===== config.mk =====
export PLATFORM = sky130hd
export DESIGN_NAME = hamming_secded_codec
export DESIGN_NICKNAME = d
export VERILOG_FILES = /design/src/rtl/hamming_secded_codec.sv
export SDC_FILE = /design/constraint.sdc
export NUM_CORES = 1
export LEC_CHECK = 0
export ABC_CLOCK_PERIOD_IN_PS = 3750
export CORE_MARGIN = 8
export CORE_UTILIZATION = 51
export CTS_BUF_LIST = sky130_fd_sc_hd__clkbuf_8
export DETAILED_ROUTE_END_ITERATION = 8
export GPL_TIMING_DRIVEN = 0
export PLACE_DENSITY = 0.83
export REMOVE_ABC_BUFFERS = 1
export SYNTH_ARGS = -nofsm -noshare
export SYNTH_HDL_FRONTEND = slang
export SYNTH_SLANG_ARGS = --single-unit

===== constraint.sdc =====
create_clock -name clk -period 3.75 [get_ports clk]
set_input_delay 0.75 -clock clk [delete_from_list [all_inputs] [get_ports clk]]
set_output_delay 0.75 -clock clk [all_outputs]
set_load 0.005 [all_outputs]

===== src/rtl/hamming_secded_codec.sv =====
// Pipelined, parametrised Hamming SECDED codec. Each word carries its own
// encode/decode mode through a 2-stage elastic pipeline with saturating error counters.
module hamming_secded_codec #(
  parameter int P_W = 4,
  parameter int CNT_W = 16,
  localparam int CODE_W = 2 ** P_W,
  localparam int DATA_W = CODE_W - P_W - 1
) (
  input  logic              clk,
  input  logic              rst,
  input  logic              in_valid,
  output logic              in_ready,
  input  logic              in_mode,
  input  logic [CODE_W-1:0] in_word,
  output logic              out_valid,
  input  logic              out_ready,
  output logic [CODE_W-1:0] out_word,
  output logic              out_mode,
  output logic              out_corr,
  output logic              out_dbl,
  output logic [P_W-1:0]    out_syn,
  input  logic              clr_cnt,
  output logic [CNT_W-1:0]  cnt_corr,
  output logic [CNT_W-1:0]  cnt_dbl
);

  // Data bits occupy the non-power-of-two positions >= 3, data bit 0 lowest.
  function automatic logic [CODE_W-1:0] place(input logic [DATA_W-1:0] d);
    logic [CODE_W-1:0] w;
    logic [DATA_W-1:0] dd;
    w  = '0;
    dd = d;
    for (int i = 3; i < CODE_W; i++) begin
      if ((i & (i - 1)) != 0) begin
        w  = w | (CODE_W'(dd[0]) << i);
        dd = dd >> 1;
      end
    end
    return w;
  endfunction

  function automatic logic [DATA_W-1:0] extract(input logic [CODE_W-1:0] w);
    logic [DATA_W-1:0] d;
    logic [CODE_W-1:0] ws;
    int j;
    d = '0;
    j = 0;
    for (int i = 3; i < CODE_W; i++) begin
      if ((i & (i - 1)) != 0) begin
        ws = w >> i;
        if (ws[0]) d = d | (DATA_W'(1) << j);
        j++;
      end
    end
    return d;
  endfunction

  function automatic logic [P_W-1:0] syndrome(input logic [CODE_W-1:0] w);
    logic [P_W-1:0]    s;
    logic [CODE_W-1:0] ws;
    s = '0;
    for (int i = 1; i < CODE_W; i++) begin
      ws = w >> i;
      if (ws[0]) s = s ^ P_W'(i);
    end
    return s;
  endfunction

  // Handshake: a word moves on a clock edge where valid && ready on that side.
  // The whole pipeline advances together when the output register is empty or
  // being drained; otherwise every stage holds its contents.
  logic adv;
  logic accept;
  logic [CODE_W-1:0] in_cw;

  assign adv      = !out_valid || out_ready;
  assign in_ready = adv && !rst;
  assign accept   = in_valid && in_ready;
  assign in_cw    = in_mode ? in_word : place(in_word[DATA_W-1:0]);

  logic              s1_valid;
  logic              s1_mode;
  logic              s1_par;
  logic [CODE_W-1:0] s1_word;
  logic [P_W-1:0]    s1_syn;

  // For encode, the syndrome of the placed data is exactly the Hamming parity vector.
  always_ff @(posedge clk) begin
    if (rst) begin
      s1_valid <= 1'b0;
      s1_mode  <= 1'b0;
      s1_par   <= 1'b0;
      s1_word  <= '0;
      s1_syn   <= '0;
    end else if (adv) begin
      s1_valid <= accept;
      if (accept) begin
        s1_mode <= in_mode;
        s1_word <= in_cw;
        s1_syn  <= syndrome(in_cw);
        s1_par  <= ^in_cw;
      end
    end
  end

  logic [CODE_W-1:0] enc_cw;
  logic [CODE_W-1:0] fix_cw;
  logic [P_W-1:0]    sh;
  logic              dec_dbl;

  always_comb begin
    enc_cw = s1_word;
    sh     = '0;
    for (int k = 0; k < P_W; k++) begin
      sh = s1_syn >> k;
      if (sh[0]) enc_cw = enc_cw | (CODE_W'(1) << (2 ** k));
    end
    // Overall parity covers data bits (s1_par) plus the Hamming bits just inserted.
    enc_cw[0] = s1_par ^ (^s1_syn);
    fix_cw    = s1_word ^ (CODE_W'(s1_par) << s1_syn);
    dec_dbl   = !s1_par && (s1_syn != '0);
  end

  always_ff @(posedge clk) begin
    if (rst) begin
      out_valid <= 1'b0;
      out_word  <= '0;
      out_mode  <= 1'b0;
      out_corr  <= 1'b0;
      out_dbl   <= 1'b0;
      out_syn   <= '0;
    end else if (adv) begin
      out_valid <= s1_valid;
      if (s1_valid) begin
        out_mode <= s1_mode;
        out_word <= s1_mode ? CODE_W'(extract(fix_cw)) : enc_cw;
        out_corr <= s1_mode && s1_par;
        out_dbl  <= s1_mode && dec_dbl;
        out_syn  <= s1_mode ? s1_syn : '0;
      end
    end
  end

  logic xfer;
  assign xfer = out_valid && out_ready && out_mode;

  always_ff @(posedge clk) begin
    if (rst || clr_cnt) begin
      cnt_corr <= '0;
      cnt_dbl  <= '0;
    end else if (xfer) begin
      if (out_corr && (cnt_corr != '1)) cnt_corr <= cnt_corr + CNT_W'(1);
      if (out_dbl && (cnt_dbl != '1))   cnt_dbl  <= cnt_dbl + CNT_W'(1);
    end
  end

endmodule


* After elaboration in Yosys (flattened, before gate mapping) *
Index checks and enable logic that the tools add are counted.

word-level totals
  flip-flop bits (word level) = 79

operators by class
  add/sub/neg operators = 11
  equality and inequality tests = 2
  shift operators = 11
  muxes and demuxes = 135
  bitwise logic cells = 36
  reductions and logical operators = 21

operator list
  cell                                                                  count
  32-bit 2-to-1 mux                                                     30
  11-bit 2-to-1 mux                                                     40
  1-bit by 32-bit left shift with 11-bit output (first input constant)  10
  32-bit by 2-bit adder with 32-bit output (second input constant)      9
  4-bit 2-to-1 mux                                                      51
  11-bit OR                                                             10
  16-bit by 1-bit adder with 16-bit output (second input constant)      2
  16-bit 2-to-1 mux                                                     2
  16-bit inequality test (second input constant)                        2
  15-bit by 16-bit OR with 16-bit output                                1
  16-bit XOR reduction                                                  1
  1-bit by 4-bit left shift with 16-bit output                          1
  16-bit bitwise XOR                                                    1
  3-bit 2-to-1 mux                                                      5
  14-bit by 15-bit OR with 15-bit output                                1
  13-bit by 14-bit OR with 14-bit output                                1
  12-bit by 13-bit OR with 13-bit output                                1
  2-bit NOT                                                             6
  3-bit NOT                                                             4
  11-bit by 12-bit OR with 12-bit output                                1
  10-bit by 11-bit OR with 11-bit output                                1
  8-bit by 10-bit OR with 10-bit output                                 1
  1-bit logical AND                                                     9
  9-bit 2-to-1 mux                                                      1
  other kinds (14)                                                      25

* Longest topological paths before layout *
Gate-level depths: netlist of run 1.

  depth after elaboration = 82
  depth in mapped cells = 9
  gate-level depth less buffers = 8

* Worst setup path before layout of run 1 *
OpenSTA, ideal clock, no wires.

  path kind = input-to-reg
  from = input in_mode
  to = register s1_par
  arrival = 2,026 ps
  slack = 1,597 ps
  cell stages on the path = 6
  path through = clkbuf_1 -> mux2_2 -> xnor2_2 -> xor2_1 -> xnor2_1 -> o21ai_1

between the ends
  word-level cells in the longest chain between the ends = 2

ends and longest elaborated chain
  what                    RTL line  RTL
  start: declaration      13        input logic in_mode,
  16-bit 2-to-1 mux       79        assign in_cw = in_mode ? in_word : place(in_word[DATA_W-1:0]);
  16-bit XOR reduction    101       s1_par <= ^in_cw;
  end signal: assignment  101
  end: declaration        83        logic s1_par;

No other way between the ends.
A chain may end at the register's enable or synchronous reset.

* Worst setup path in the final report of run 1 *
  from = input out_ready
  to = output in_ready

between the ends
  word-level cells in the longest chain between the ends = 2

ends and longest elaborated chain
  what                RTL line  RTL
  start: declaration  16        input logic out_ready,
  1-bit logical OR    76        assign adv = !out_valid || out_ready;
  1-bit logical AND   77        assign in_ready = adv && !rst;
  end: declaration    12        output logic in_ready,

No other way between the ends.

==> metrics.md, run 1 <==
| Metric | Value |
|---|---|
| Outcome | complete, no violations |
| First-pass GRT wire length | 15,500 um |
| Post-CTS Hold Fix Bufs | 0 |
| Fraction of layout cells with a size suffix above 1 | 4.26% |
| Worst path cell trace | clkdlybuf4s50_1 -> nor2b_1 -> nor2_1 -> clkdlybuf4s50_1 |
| Count of final setup violators | 0 |
| Fmax | 0.336 GHz |
| Required @ worst endpoint | 3.00 ns |
| Kind of critical path | input port to output pin |
| Die height | 104 um |
| LEAKAGE | 1.68 nW |
| Finished Cell Area | 4960 um^2 |
| Final hold violations | 0 |
| Post-route ant nets | 0 |
| Hold Path Depth | 2 |
| Critical-path maximum fanout | 5 |
| Slew margin rel. | 23.9% |
| Maxcap violations | 0 |
| Final Cycle Share | 79.5% |
| Pins Over Slew Limit | 0 |
| Crit-path slowest cell | clkdlybuf4s50_1 |
| Worst r2r src | cnt_corr[7] |
| CTS resizes | 0 |
| Vias per std cell | 5.37 |
| Worst slew pin tran | 1.14 ns |
| Most frequent cell on the critical path | clkdlybuf4s50_1 |
| Warnings, synthesis | 0 |
| Placed cell areas | 4720 um^2 |
| Synth Register Bits | 78 |
| Post-synth EDFFs | 0 |
| H-Tree Depth | 3 |
| Die area | 10,800 um^2 |
| Fill count | 638 |
| Final nets | 561 |
| Endpoint class of the critical path | output pin |
| Gr ovfl total | 0 |
| Slowest cell delay on critical path | 0.58 ns |
| FF-to-FF setup slack | 1.79 ns |
| DRC Markers | 0 |
| Synth cell types | 44 |
| Ports | 79 |
| 1st-iter DRT viols | 201 |
| Mapped Area | 3940 um^2 |
| Register area share after synthesis | 39.7% |
| CTS tree | built |
| Clock Skew | 0.00865 ns |
| Port Buffers | 78 |
| Routed length per instance | 14.0 um |
| Arr. time, crit path | 2.23 ns |
| Area growth from synthesis to layout | 25.9% |
| Area of the core | 7610 um^2 |
| Die Wd | 104 um |
| RSZ-0062 raised after global routing | no |
| Largest net degree at the start of global routing | 49 |
| PD cells | 391 nW/um^2 |
| Hpwl dp | 6660 um |
| Number of global-route vias before repair | 3,303 |
| Setup TNS | 0 ns |
| Avg Cell Area, Syn | 8.29 um^2 |
| CTS root buf | clkbuf_8 |
| Asr flop ratio synth | 0% |
| Worst vdd ir | 0.200 mV |
| Reg clk slew, reported paths | 0.08 ns |
| Final wirelength | 8990 um |
| GPL Wtd Cong | 0.829 |
| Setup bufs post-CTS | 0 |
| CP Launch Type | input port |
| Min cycle time layout | 2.98 ns |
| Yosys top cell area share | 39.7% |
| Initial antenna violation count | 0 |
| Drt first pass iters | 4 |
| WHS Endpoint | out_syn[3] |
| # diodes | 0 |
| Worst Hold Class | flop to flop |
| Global Route Usage Sum | 16.8% |
| Vias after detailed routing | 3,447 |
| Largest area contributor in the netlist | dfxtp_1 |
| CTS Buffer Depth | 2 |
| R2R depth | 6 |
| Clk_lat worst skew | 0.35 ns |
| R2r endpoint | cnt_corr[7] |
| Crit-path leading delay family | buffers and inverters |
| Final Power | 1.94 mW |
| Top FF cell, synth | dfxtp_1 |
| CTS sink cnt | 78 |
| Hold Crit Start | out_syn[3] |
| Most area-consuming cells after synthesis | dfxtp_1 (40%), xnor2_1 (9.8%), nor2_1 (6.1%) |
| TritonCTS Buffers | 9 |
| Site Rows | 32 |
| Worst path bufs/invs | 2 |
| Post-synthesis cell count | 475 |
| Starting density of the core | 51.8% |
-- layer usage --
| layer | share of wire [%] | up-vias | track usage (%) |
|---|---|---|---|
| met5 | 0 | - | 0 |
| li1 | - | 1752 | - |
| met3 | 6.6 | 17 | 4.96 |
| met4 | 1.8 | 0 | 6.31 |
| met2 | 47 | 110 | 27.1 |
| met1 | 44 | 1568 | 20.7 |
-- cell usage after synthesis, drive strengths merged (5+ instances only) --
master	instances
dfxtp	78
nor2	64
a21oi	45
xnor2	45
nand2	33
clkbuf	25
o21ai	25
nand3	18
mux2i	17
xor2	17
inv	12
nor3	11
and3	9
nand3b	9
nand4	9
or3	9
and4	7
a211oi	5
-- power breakdown --
group / switching, mW / internal, mW
Sequential: 0.0466 / 0.863
Clock: 0.301 / 0.438
Combinational: 0.144 / 0.145
-- through the flow --
stage               hold WS (ns)  utilization (%)  setup WS (ns)  std cells
finish                     0.454             65.2          0.770        642
global route               0.475             65.2          0.680        642
CTS                        0.457             65.2          0.782        642
detailed placement         0.447             62.1          0.480        626
global placement           0.443             62.1         -0.101        626
floorplan                  0.425                -           1.84        446
-- cell type report --
| type | instances | area [um^2] | share of cell area, % |
|---|---|---|---|
| clock buffers | 9 | 124 | 2.50 |
| clock inverters | 7 | 113 | 2.27 |
| inverters | 12 | 45.0 | 0.909 |
| multi-input cells | 356 | 2210 | 44.6 |
| flip-flops and latches | 78 | 1560 | 31.5 |
| well taps | 102 | 128 | 2.57 |
| repair buffers | 78 | 776 | 15.6 |
-- worst max-delay path by stage --
stage	depth (start not counted)	to	slack, ns	startpoint
finish	4	in_ready	0.77	out_ready
detailed placement	6	s1_par	0.48	in_mode
global route	6	s1_par	0.68	in_mode
CTS	4	in_ready	0.78	out_ready
floorplan	6	s1_par	1.84	in_word[10]
global placement	3	in_ready	-0.10	rst
-- sequential cells by signal (all words and copies together), names as in the netlist --
name	flops
out_dbl	1
s1_syn	4
s1_word	15
s1_par	1
out_word	16
cnt_corr	16
cnt_dbl	16
s1_valid	1
out_valid	1
out_mode	1
out_corr	1
s1_mode	1
out_syn	4
-- kinds of logic (layout without fill, tap and decap cells) --
logic type / Yosys count / in the layout / synth area share [%]
DFF: 78 / 78 / 39.7
muxes: 18 / 18 / 4.61
adders and majority gates: 4 / 4 / 1.27
and+or+nand+nor: 182 / 182 / 23.0
xor gates and xnor gates: 63 / 63 / 14.6
buffers and inverters: 41 / 106 / 4.19
AOI/OAI and AO/OA: 89 / 89 / 12.7
-- placed cells by master (no fill, tap or decap), types with 7 or more instances in the layout --
master / n
mux2i_1: 17
dfxtp_1: 78
nand4_1: 8
xor2_1: 17
clkbuf_8: 9
or3_1: 9
nand3b_1: 9
and4_1: 7
xnor2_1: 44
inv_1: 12
nor2_1: 64
nand2_1: 33
and3_1: 9
clkdlybuf4s50_1: 77
o21ai_0: 24
nor3_1: 11
a21oi_1: 45
nand3_1: 18
-- worst min-delay path: stages (launching register included) --
cell     delay (ns)
dfxtp_1        0.32
nand2_1        0.05
a21oi_1        0.05
Note: power is estimated with default switching activity, not from simulation.
==> run 2: changes to the inputs <==
- ABC_CLOCK_PERIOD_IN_PS: 3750 -> 2700
- CORE_UTILIZATION: 51 -> 48
- PLACE_DENSITY: 0.83 -> 0.82
- clock period: 3.75 -> 2.7 ns (I/O delays scaled with it)
==> run 2 against run 1 <==
Net effect:
- largest cell class unchanged
- total power up 29%
- register-to-register slack worse by 1.0 ns
- global-route usage about the same
- utilization down 4.5 points
- sequential power up 40%
- critical path depth up 2
- via count up 0.52%
- non-clock buffer count unchanged
- final cell count up 0.31%
- clock skew up 0.00087 ns
- critical path type is now input port to flop
==> metrics.md, run 2 (synthesis results as in run 1) <==
| Metric | Value |
|---|---|
| Outcome | complete, no violations |
| Ports | 79 (unchanged) |
| Cell-internal power | 1.84 mW (+27%) |
| CTS sink cnt | 78 (unchanged) |
| Required @ worst endpoint | 2.91 ns (-0.09 ns) |
| Setup TNS | 0 ns (unchanged) |
| Final hold violations | 0 (unchanged) |
| PD cells | 510 nW/um^2 (+31%) |
| Fraction of layout cells with a size suffix above 1 | 3.90% (-0.36 points) |
| Area of the core | 8090 um^2 (+6.4%) |
| R2R depth | 4 (-2) |
| DRC Markers | 0 (unchanged) |
| Worst slew pin tran | 1.13 ns (-0.00626 ns) |
| Fmax | 0.405 GHz |
| Most frequent cells in the layout | dfxtp_1 (78), clkdlybuf4s50_1 (76), nor2_1 (64), a21oi_1 (45), xnor2_1 (44) |
| Worst r2r src | s1_mode |
| Critical-path maximum fanout | 27 (+22) |
| Vias per std cell | 5.38 (+0.21%) |
| Clk_lat worst skew | 0.35 ns (about the same) |
| GPL Wtd Cong | 0.809 (-2.4%) |
| Worst vdd ir | 0.273 mV (+36%) |
| Non-Filler Instances | 644 (+0.31%) |
| Initial antenna violation count | 0 (unchanged) |
| Hpwl dp | 6870 um (+3.2%) |
| Fill count | 724 (+13%) |
| Final nets | 561 (unchanged) |
| Gr ovfl total | 0 (unchanged) |
| WHS Endpoint | out_syn[3] |
| H-Tree Depth | 3 (unchanged) |
| Slew margin rel. | 24.6% (+0.65 points) |
| Clock Power Share | 33.5% (-4.6 points) |
| TritonCTS Buffers | 9 (unchanged) |
| Kind of critical path | input port to flop |
| Final Cycle Share | 91.4% |
| First-pass GRT wire length | 15,700 um (+1.2%) |
| Maxcap violations | 0 (unchanged) |
| Largest net degree at the start of global routing | 49 (unchanged) |
| CP Launch Type | input port |
| Drt first pass iters | 4 (unchanged) |
| Leading cell type in the layout, fill and taps excluded | dfxtp_1 |
| FF-to-FF setup slack | 0.79 ns (-1.00 ns) |
| Reg clk slew, reported paths | 0.07 ns (about the same) |
| Arr. time, crit path | 2.68 ns (+0.45 ns) |
| Inst Count DP | 629 (+0.48%) |
| CTS root buf | clkbuf_8 |
| Switch Pwr | 668 uW (+36%) |
| Hold Path Depth | 2 (unchanged) |
| Starting density of the core | 48.7% (-3.1 points) |
| Area growth from synthesis to layout | 24.8% |
| Post-CTS Hold Fix Bufs | 0 (unchanged) |
| 1st-iter DRT viols | 250 (+24%) |
| Site Rows | 33 (+3.1%) |
| RSZ-0062 raised after global routing | no |
| LEAKAGE | 1.66 nW (-1.1%) |
| Pins Over Slew Limit | 0 (unchanged) |
| Hold Crit Start | out_syn[3] |
| CTS Buffer Depth | 2 (unchanged) |
| # diodes | 0 (unchanged) |
| Die height | 107 um (+2.6%) |
| Count of final setup violators | 0 (unchanged) |
| Min cycle time layout | 2.47 ns |
| R2r endpoint | out_dbl |
| Worst Hold Class | flop to flop |
| Global Route Usage Sum | 16.8% (about the same) |
| Die area | 11,400 um^2 (+5.3%) |
| Vias after detailed routing | 3,465 (+0.52%) |
| Gate power share | 16.0% (+1.1 points) |
| Sequential share of power | 50.5% (+3.6 points) |
| Final wirelength | 9300 um (+3.4%) |
| Post-route ant nets | 0 (unchanged) |
| Endpoint class of the critical path | flop |
| Number of global-route vias before repair | 3,327 (+0.73%) |
| Top flop regs | cnt_corr x16, cnt_dbl x16, out_word x16 |
| Clock Skew | 0.00952 ns (+0.000868 ns) |
| Die Wd | 107 um (+2.6%) |
| Routed length per instance | 14.4 um (+3.1%) |
| Port Buffers | 78 (unchanged) |
| Sw Share | 26.6% (+1.3 points) |
| CTS tree | built |
## run 2: changes by cell type in the layout (fill, tap and decap cells not counted), sizes merged
cell / previous run / this run
bufinv: 3 / 1
clkbuf: 9 / 10
clkdlybuf4s50: 77 / 76
clkinv: 3 / 2
dlygate4sd2: 0 / 1
inv: 12 / 13
## run 2: per-stage QoR
stage / hold slack, ns / utilization (%) / instance area (um^2) / power (mW) / setup WS (ns)
detailed placement: 0.446 / 58.4 / 4720 / 1.69 / -0.409
CTS: 0.457 / 60.7 / 4910 / 2.53 / 0.251
floorplan: 0.425 / - / 3820 / 1.53 / 0.989
finish: 0.454 / 60.7 / 4910 / 2.51 / 0.232
global route: 0.475 / 60.7 / 4910 / 2.64 / 0.0768
global placement: 0.440 / 58.4 / 4730 / 1.68 / -0.668
## run 2: how the worst max path moves through the flow
stage | startpoint | to | slack [ns] | cells after the start
3_3_place_gp | rst | in_ready | -0.67 | 3
2_1_floorplan | cnt_dbl[7] | cnt_dbl[3] | 0.99 | 6
4_1_cts | in_mode | s1_par | 0.25 | 6
6_report | in_mode | s1_par | 0.23 | 6
3_5_place_dp | in_mode | s1_par | -0.41 | 6
5_1_grt | in_mode | s1_par | 0.08 | 6
## run 2: final cells by class
type / instances / area, um^2 / share of cell area [%]
Inverter: 12 / 45.0 / 0.917
Multi-Input combinational cell: 356 / 2210 / 45.0
Clock inverter: 5 / 51.3 / 1.04
Tap cell: 105 / 131 / 2.67
Sequential cell: 78 / 1560 / 31.8
Timing Repair Buffer: 78 / 774 / 15.8
Clock buffer: 10 / 138 / 2.80
## run 2: worst max-delay path: stages
cell           delay (ns)
dlygate4sd2_1        0.95
mux2_2               0.48
xnor2_2              0.22
xor2_1               0.26
xnor2_1              0.16
o21ai_1              0.07
## run 2: metal layers
layer	global-route usage [%]	part of all wire (%)	vias to the layer above
met5	0	0	-
met4	7.04	1.8	0
met3	4.68	6.3	15
met2	28.2	49	91
met1	19.8	43	1609
li1	-	-	1750
## run 2: what timing repair did
| action | in CTS | in global routing |
|---|---|---|
| resized for setup | 1 | 0 |
| buffers inserted | 0 | 0 |
| setup endpoints to repair | 1 | 0 |
## run 2: power by group through the flow
| stage | logic [mW] | clock network, mW | registers, mW |
|---|---|---|---|
| global placement | 0.394 | 0 | 1.29 |
| CTS | 0.406 | 0.865 | 1.26 |
| finish | 0.402 | 0.840 | 1.27 |
| floorplan | 0.260 | 0 | 1.27 |
| global route | 0.448 | 0.917 | 1.27 |
| detailed placement | 0.404 | 0 | 1.29 |
==> run 3: changes to the inputs <==
- ABC_CLOCK_PERIOD_IN_PS: 2700 -> 2800
- CORE_UTILIZATION: 48 -> 51
- PLACE_DENSITY: 0.82 -> 0.83
- clock period: 2.7 -> 2.8 ns (I/O delays scaled with it)
==> run 3 against run 2 <==
Net effect:
- non-clock buffer count unchanged
- combinational power fell by 4%
- die area shrank 5.0%
- global-route usage about the same
- setup slack worse by 0.030 ns
- worst hold slack is essentially flat
- sequential power fell by 4%
- final cell count shrank 0.31%
- clock skew down 0.00087 ns
- sequential cell count unchanged
- via count shrank 0.43%
- register-to-register slack improved by 0.05 ns
- largest power group unchanged
==> metrics.md, run 3 (synthesis results as in run 1) <==
| Metric | Value |
|---|---|
| Final hold violations | 0 (unchanged) |
| Vias per std cell | 5.37 (-0.12%) |
| LEAKAGE | 1.69 nW (+1.7%) |
| Fmax | 0.385 GHz |
| Global Route Usage Sum | 16.8% (about the same) |
| CTS tree | built |
| H-Tree Depth | 3 (unchanged) |
| Fraction of layout cells with a size suffix above 1 | 4.26% (+0.36 points) |
| Final WS setup | 0.202 ns (-0.0303 ns) |
| Gr ovfl total | 0 (unchanged) |
| Drt first pass iters | 4 (unchanged) |
| RSZ-0062 raised after global routing | no |
| Final Cycle Share | 92.8% |
| Die area | 10,800 um^2 (-5.0%) |
| Port Buffers | 78 (unchanged) |
| Clock Skew | 0.00865 ns (-0.000867 ns) |
| Setup TNS | 0 ns (unchanged) |
| Largest net degree at the start of global routing | 49 (unchanged) |
| Count of final setup violators | 0 (unchanged) |
| TritonCTS Buffers | 9 (unchanged) |
| # diodes | 0 (unchanged) |
| Outcome | complete, no violations |
| Arr. time, crit path | 2.04 ns (-0.64 ns) |
| Hold Path Depth | 2 (unchanged) |
| Kind of critical path | input port to output pin |
| Number of global-route vias before repair | 3,303 (-0.72%) |
| Ports | 79 (unchanged) |
| Die Wd | 104 um (-2.5%) |
| Area of the core | 7610 um^2 (-6.0%) |
| DRC Markers | 0 (unchanged) |
| Pins Over Slew Limit | 0 (unchanged) |
| Leading cell type in the layout, fill and taps excluded | dfxtp_1 |
| GPL Wtd Cong | 0.829 (+2.4%) |
| Endpoint class of the critical path | output pin |
| Hpwl dp | 6660 um (-3.1%) |
| Final nets | 561 (unchanged) |
| R2R depth | 6 (+2) |
| Final wirelength | 9010 um (-3.1%) |
| CTS root buf | clkbuf_8 |
| Min cycle time layout | 2.60 ns |
| Maxcap violations | 0 (unchanged) |
| Routed length per instance | 14.0 um (-2.8%) |
| Area growth from synthesis to layout | 26.0% |
| CTS sink cnt | 78 (unchanged) |
| Post-route ant nets | 0 (unchanged) |
| Vias after detailed routing | 3,450 (-0.43%) |
| Top flop regs | cnt_corr x16, cnt_dbl x16, out_word x16 |
| Post-CTS Hold Fix Bufs | 0 (unchanged) |
| Starting density of the core | 51.8% (+3.1 points) |
| Slew margin rel. | 24.4% (-0.17 points) |
| CTS Buffer Depth | 2 (unchanged) |
| Worst Hold Class | flop to flop |
| Site Rows | 32 (-3.0%) |
| Die height | 104 um (-2.5%) |
| Clk_lat worst skew | 0.35 ns (about the same) |
| Reg clk slew, reported paths | 0.08 ns (about the same) |
| Worst vdd ir | 0.268 mV (-1.8%) |
| PD cells | 523 nW/um^2 (+2.5%) |
| Initial antenna violation count | 0 (unchanged) |
| Required @ worst endpoint | 2.24 ns (-0.67 ns) |
| Critical-path maximum fanout | 5 (-81%) |
| Setup bufs post-CTS | 0 (unchanged) |
| Pre-CTS setup slack | -0.280 ns (+0.130 ns) |
| Most frequent cells in the layout | dfxtp_1 (78), clkdlybuf4s50_1 (76), nor2_1 (64), a21oi_1 (45), xnor2_1 (44) |
| 1st-iter DRT viols | 201 (-20%) |
| CP Launch Type | input port |
| First-pass GRT wire length | 15,500 um (-1.2%) |
| CTS resizes | 0 (-1) |
| Worst slew pin tran | 1.13 ns (+0.000648 ns) |
[run 3: cell types whose count changed in the layout (fill, tap and decap cells not counted)]
cell            previous run  this run
clkinv_2                   2         3
bufinv_16                  1         3
dlymetal6s2s_1             0         1
dlygate4sd2_1              1         0
clkbuf_8                  10         9
inv_1                     13        12
[run 3: critical path: stages]
cell and delay [ns]:
clkdlybuf4s50_1 0.58, nor2b_1 0.11, nor2_1 0.23, clkdlybuf4s50_1 0.56
[run 3: stage by stage]
| step | area (um^2) | total power, mW | util, % | std cells | hold slack, ns |
|---|---|---|---|---|---|
| 3_3_place_gp | 4730 | 1.62 | 62.1 | 626 | 0.443 |
| 2_1_floorplan | 3820 | 1.48 | - | 446 | 0.425 |
| 5_1_grt | 4960 | 2.71 | 65.2 | 642 | 0.475 |
| 4_1_cts | 4960 | 2.61 | 65.2 | 642 | 0.457 |
| 6_report | 4960 | 2.60 | 65.2 | 642 | 0.454 |
| 3_5_place_dp | 4720 | 1.63 | 62.1 | 626 | 0.447 |
[run 3: final timing paths]
| path | from | endpoint | slack, ns |
|---|---|---|---|
| setup / recovery | out_ready | in_ready | 0.20 |
| hold / removal | out_syn[3] | out_syn[3] | 0.45 |
| setup reg to reg | cnt_corr[7] | cnt_corr[7] | 0.84 |
| hold reg to reg | out_syn[3] | out_syn[3] | 0.45 |
[run 3: where the power goes]
group,switching (mW),internal [mW],total (mW)
logic,0.193,0.194,0.387
registers,0.0627,1.16,1.22
clock network,0.403,0.587,0.990
[run 3: routing by layer]
layer | wire length, um | GRT usage [%] | share of wire, %
met2 | 4230 | 27.1 | 47
met4 | 169 | 6.31 | 1.9
met1 | 4010 | 20.7 | 45
met3 | 600 | 4.96 | 6.7
met5 | 0 | 0 | 0
[run 3: cell type report]
| class | instances | area [um^2] |
|---|---|---|
| multi-input cells | 356 | 2210 |
| clock buffers | 9 | 124 |
| inverters | 12 | 45.0 |
| clock inverters | 7 | 113 |
| fillers | 638 | 2650 |
| flip-flops and latches | 78 | 1560 |
| repair buffers | 78 | 778 |
| well taps | 102 | 128 |
